===== src/rtl/bin_to_bcd_seq.sv =====
// Iterative shift-and-add-3 binary-to-BCD converter, one bit per clock, start/busy/done handshake.
// Build option: define BCD_SATURATE_EN to clamp captured values above 9999 to 9999.
module bin_to_bcd_seq #(
    parameter int WIDTH = 14
) (
    input  logic             clk,
    input  logic             rst,
    input  logic             start,
    input  logic [WIDTH-1:0] bin,
    output logic             busy,
    output logic             done,
    output logic [15:0]      bcd,
    output logic             ovf
);
    localparam int CW = $clog2(WIDTH + 1);

    typedef enum logic [1:0] {
        IDLE = 2'd0,
        CONV = 2'd1,
        DONE = 2'd2
    } state_t;

    state_t           state_r, state_s;
    logic [WIDTH-1:0] bin_r, bin_s, bin_load_s;
    logic [15:0]      scratch_r, scratch_s, adj_s, shift_s;
    logic [15:0]      bcd_r, bcd_s;
    logic [CW-1:0]    cnt_r, cnt_s;
    logic             ovf_pend_r, ovf_pend_s;
    logic             ovf_r, ovf_s;
    logic             busy_r, busy_s;
    logic             done_r, done_s;
    logic [13:0]      bin_ext_s;
    logic             over_s;

    function automatic logic [3:0] add3(input logic [3:0] d);
        if (d >= 4'd5) begin
            return d + 4'd3;
        end else begin
            return d;
        end
    endfunction

    assign bin_ext_s = 14'(bin);
    assign over_s    = (bin_ext_s > 14'd9999);

`ifdef BCD_SATURATE_EN
    assign bin_load_s = over_s ? WIDTH'(14'd9999) : bin;
`else
    assign bin_load_s = bin;
`endif

    assign adj_s   = {add3(scratch_r[15:12]), add3(scratch_r[11:8]),
                      add3(scratch_r[7:4]), add3(scratch_r[3:0])};
    // Thousands carry falls off the top, giving the result modulo 10000.
    assign shift_s = {adj_s[14:0], bin_r[WIDTH-1]};

    // Next-state and datapath update.
    always_comb begin
        state_s    = state_r;
        bin_s      = bin_r;
        scratch_s  = scratch_r;
        cnt_s      = cnt_r;
        ovf_pend_s = ovf_pend_r;
        bcd_s      = bcd_r;
        ovf_s      = ovf_r;
        busy_s     = 1'b0;
        done_s     = 1'b0;
        case (state_r)
            IDLE, DONE: begin
                if (start) begin
                    bin_s      = bin_load_s;
                    scratch_s  = 16'h0000;
                    cnt_s      = CW'(WIDTH);
                    ovf_pend_s = over_s;
                    state_s    = CONV;
                    busy_s     = 1'b1;
                end else begin
                    state_s = IDLE;
                end
            end
            CONV: begin
                scratch_s = shift_s;
                bin_s     = {bin_r[WIDTH-2:0], 1'b0};
                cnt_s     = cnt_r - CW'(1);
                if (cnt_r == CW'(1)) begin
                    bcd_s   = shift_s;
                    ovf_s   = ovf_pend_r;
                    state_s = DONE;
                    done_s  = 1'b1;
                end else begin
                    busy_s = 1'b1;
                end
            end
            default: begin
                state_s = IDLE;
            end
        endcase
    end

    // State and output registers with synchronous reset.
    always_ff @(posedge clk) begin
        if (rst) begin
            state_r    <= IDLE;
            bin_r      <= '0;
            scratch_r  <= 16'h0000;
            cnt_r      <= '0;
            ovf_pend_r <= 1'b0;
            bcd_r      <= 16'h0000;
            ovf_r      <= 1'b0;
            busy_r     <= 1'b0;
            done_r     <= 1'b0;
        end else begin
            state_r    <= state_s;
            bin_r      <= bin_s;
            scratch_r  <= scratch_s;
            cnt_r      <= cnt_s;
            ovf_pend_r <= ovf_pend_s;
            bcd_r      <= bcd_s;
            ovf_r      <= ovf_s;
            busy_r     <= busy_s;
            done_r     <= done_s;
        end
    end

    assign busy = busy_r;
    assign done = done_r;
    assign bcd  = bcd_r;
    assign ovf  = ovf_r;

endmodule


===== config.mk =====
export PLATFORM = sky130hd
export DESIGN_NAME = bin_to_bcd_seq
export DESIGN_NICKNAME = d
export VERILOG_FILES = /design/src/rtl/bin_to_bcd_seq.sv
export SDC_FILE = /design/constraint.sdc
export NUM_CORES = 1
export LEC_CHECK = 0
export CORE_ASPECT_RATIO = 1.75
export CORE_MARGIN = 5
export CORE_UTILIZATION = 53
export DETAILED_ROUTE_END_ITERATION = 16
export DONT_BUFFER_PORTS = 1
export PLACE_DENSITY = 0.77
export SLEW_MARGIN = 30
export SYNTH_ARGS = -nofsm -noshare
export SYNTH_HDL_FRONTEND = slang
export SYNTH_SLANG_ARGS = --single-unit

===== constraint.sdc =====
create_clock -name clk -period 1.6 [get_ports clk]
set_clock_uncertainty 0.1 [all_clocks]
set_input_delay 0.32 -clock clk [delete_from_list [all_inputs] [get_ports clk]]
set_output_delay 0.32 -clock clk [all_outputs]
set_load 0.01 [all_outputs]

==> run_results.csv <==
group,metric,value,unit
worst_setup_path,cp.arrival,1.91,ns
synth,async_reset_ff_frac,0,
global_routing,global_route.overflow_total,0,
status,status,"finished, violations left",
worst_setup_path,timing.rr.end,"bcd[1]",
status,failed_checks,"negative setup slack",
power_and_ir_drop,p_leak,1.14,nW
detailed_routing,vias_per_cell,5.85,
power_and_ir_drop,p_comb_frac,0.105,
hold_path,holdCritPathClass,"primary input to flip-flop",
worst_setup_path,startpoint_type,"flip-flop",
power_and_ir_drop,power_switching,0.636,mW
global_routing,use_met2,0.352,
cells_and_area,diodes,0,
worst_setup_path,critical_path_class,"flip-flop to flip-flop",
global_routing,grt-busiest-layer,"met2",
clocking,clockBufferDepth,2,
die,core_area,0.00444,mm^2
global_routing,grt_pass1_wl,9.29,mm
synth,syn_nets,293,
detailed_routing,drtIter0Drc,55,
worst_setup_path,timing.rr.start,"cnt_r[1]",
power_and_ir_drop,p_per_area,923,mW/mm^2
synth,yosysSeqAreaShare,0.461,
global_routing,groute.usage.overall,0.201,
die,die_x,61.2,um
detailed_routing,routed_wl,5.57,mm
clocking,root_buffer,"clkbuf_8",
worst_setup_path,crit_start,"cnt_r[1]",
power_and_ir_drop,power.total,2.67,mW
synth,avgSynthCellArea,9.14,um^2
synth,synth_flop_cell,"dfxtp_1",
placement,dp_hpwl,3.62,mm
synth,post_synth_num_cell_types,32,
die,dieHeight,99.6,um
detailed_routing,drc,0,
synth,synth_edf_count,0,
cells_and_area,final_nets,314,
global_routing,antenna_found_initial,0,
power_and_ir_drop,p_seq_frac,0.553,
timing,worst_pin_slew,0.393,ns
clocking,clk_pin_slew,0.10,ns
placement,gp_congestion,0.823,
die,die-area,0.00609,mm^2
timing,fmax,557,MHz
clocking,cts_tree,"done",
clocking,cts_htree_levels,2,
timing,whs,0.0828,ns
timing,fin_crit_sh,1.12,
power_and_ir_drop,max-vdd-ir-drop,690,uV
synth,ys_seq_elements,56,
clocking,cts_sinks,56,
timing,setup_ws,-0.195,ns
worst_setup_path,required,1.72,ns
die,num_rows,32,
clocking,clkLatencyLatePin,0.31,ns
die,initial_core_util,0.547,
worst_setup_path,cp-end-kind,"flip-flop",
timing,slew_viol_final,0,
synth,netlist_area,0.00243,mm^2
global_routing,grt_pass1_vias,2006,
global_routing,grt_max_degree,38,
cells_and_area,drive_gt1_frac,0.229,
global_routing,met3_usage,0.0623,
cells_and_area,area_delta_synth_final,18.8,%
detailed_routing,dr.pass1.iters,4,
detailed_routing,ant_nets,0,
timing,hold_viol_final,0,
timing,setup_viol,17,
global_routing,use_met1,0.219,
power_and_ir_drop,p_clk_frac,0.342,
synth,yosysWarnings,0,
worst_setup_path,reg2regPathDepth,9,
clocking,cts_buffers,5,
timing,maxSlewHeadroom,0.736,
synth,synth_cells,266,
detailed_routing,wl_per_cell,16.4,um
placement,portBuffers,0,
power_and_ir_drop,intPower,2.03,mW
die,ioPinCount,36,
detailed_routing,vias,1983,
worst_setup_path,crit_path_end,"bcd[1]",
timing,final.setup.tns,-2.49,ns
job,max_cap_violations,0,
worst_setup_path,path_max_fanout,5,
timing,rsz0062_at_grt,"yes",
power_and_ir_drop,p_sw_frac,0.238,
hold_path,hp-start,"bin[0]",
timing,finalCriticalPeriod,1.80,ns
worst_setup_path,reg2reg_slack,-0.20,ns
## cells by family (layout without fill, tap and decap cells)
family                   Yosys count  after routing  share of synthesized area
AO/OA/AOI/OAI                     82             82                      0.225
adder cells (fa/ha/maj)           10             10                     0.0515
XOR/XNOR                           4              4                     0.0144
AND/OR/NAND/NOR                   83             83                      0.180
flip-flops                        56             56                      0.461
buffers and inverters             27             49                     0.0510
multiplexers                       4              4                     0.0165
## cells in the final DEF (no fill, tap or decap), drive strengths merged, types with 10 or more instances in the layout
| cell | synthesis | final |
|---|---|---|
| dfxtp | 56 | 56 |
| a21oi | 29 | 29 |
| nand2 | 22 | 22 |
| ha | 10 | 10 |
| buf | 10 | 31 |
| nor2 | 20 | 20 |
| o21ai | 10 | 10 |
| nor3b | 14 | 14 |
| inv | 10 | 10 |
| a22oi | 15 | 15 |
## registers in the layout, summed over array words and instances, names as in the netlist
name / count
bcd: 16
bin_r: 14
busy: 1
cnt_r: 4
done: 1
ovf: 1
ovf_pend_r: 1
scratch_r: 16
state_r: 2
## per-stage QoR
step | util | instances | worst slack, ns | instance area (um^2)
3_3_place_gp | 0.590 | 325 | -0.139 | 2620
5_1_grt | 0.650 | 339 | -0.262 | 2890
4_1_cts | 0.647 | 339 | -0.177 | 2880
6_report | 0.650 | 339 | -0.195 | 2890
2_1_floorplan | - | 266 | -0.0359 | 2430
3_5_place_dp | 0.590 | 325 | -0.197 | 2620
## Yosys cell counts (3+ instances only)
| library cell | n | area (um^2) |
|---|---|---|
| xnor2_1 | 4 | 35.0 |
| nand3_1 | 5 | 25.0 |
| a211oi_1 | 5 | 37.5 |
| nor3b_1 | 14 | 105 |
| nor3_1 | 9 | 45.0 |
| a22oi_1 | 15 | 113 |
| mux2i_1 | 4 | 40.0 |
| nor2_1 | 18 | 67.6 |
| ha_1 | 10 | 125 |
| a22o_1 | 8 | 70.1 |
| a21oi_1 | 29 | 145 |
| nand2b_1 | 7 | 43.8 |
| a21o_1 | 8 | 60.1 |
| dfxtp_1 | 56 | 1120 |
| o21ai_0 | 10 | 50.1 |
| inv_1 | 10 | 37.5 |
| nand2_1 | 22 | 82.6 |
| a211oi_2 | 3 | 37.5 |
| clkbuf_1 | 7 | 26.3 |
| buf_2 | 6 | 30.0 |
## layer usage
layer | wire length [um] | share of wire
met3 | 325 | 0.058
met2 | 3000 | 0.54
met1 | 2160 | 0.39
met4 | 85 | 0.015
met5 | 0 | 0
## how the worst min path moves through the flow
stage          endpoint  slack, ns  depth (start not counted)
5_1_grt          bcd[2]       0.09                          2
4_1_cts        bin_r[0]       0.08                          2
6_report       bin_r[0]       0.08                          2
3_5_place_dp   cnt_r[0]       0.30                          1
3_3_place_gp   cnt_r[0]       0.29                          1
2_1_floorplan       ovf       0.33                          2
## power groups by stage
stage | Sequential (mW) | Clock, mW | Combinational (mW)
detailed placement | 1.50 | 0 | 0.239
global route | 1.48 | 0.990 | 0.312
finish | 1.47 | 0.913 | 0.280
floorplan | 1.50 | 0 | 0.166
global placement | 1.50 | 0 | 0.232
CTS | 1.47 | 0.930 | 0.280
## layout make-up
cell class | count | area (um^2)
inverters | 10 | 37.5
clock buffers | 6 | 72.6
well taps | 51 | 63.8
flip-flops and latches | 56 | 1130
fillers | 352 | 1560
clock inverters | 2 | 35.0
multi-input cells | 183 | 1250
repair buffers | 31 | 297
## repair_timing
action                                  in CTS  in global routing
hold buffers                                 1                  0
gates cloned                                 2                  0
setup buffers                                3                  2
pin swaps                                    2                 11
endpoints found under the setup margin      22                 25
endpoints found under the hold margin       37                  0
gates resized for setup                     12                 17
## critical path, stage by stage (launching register included)
cell     delay, ns
dfxtp_2       0.33
inv_2         0.07
ha_4          0.11
or3b_4        0.38
buf_6         0.13
nor2_4        0.15
buf_6         0.13
buf_16        0.10
nor3b_1       0.04
a21o_1        0.15
Power figures use the tool's default switching activity.
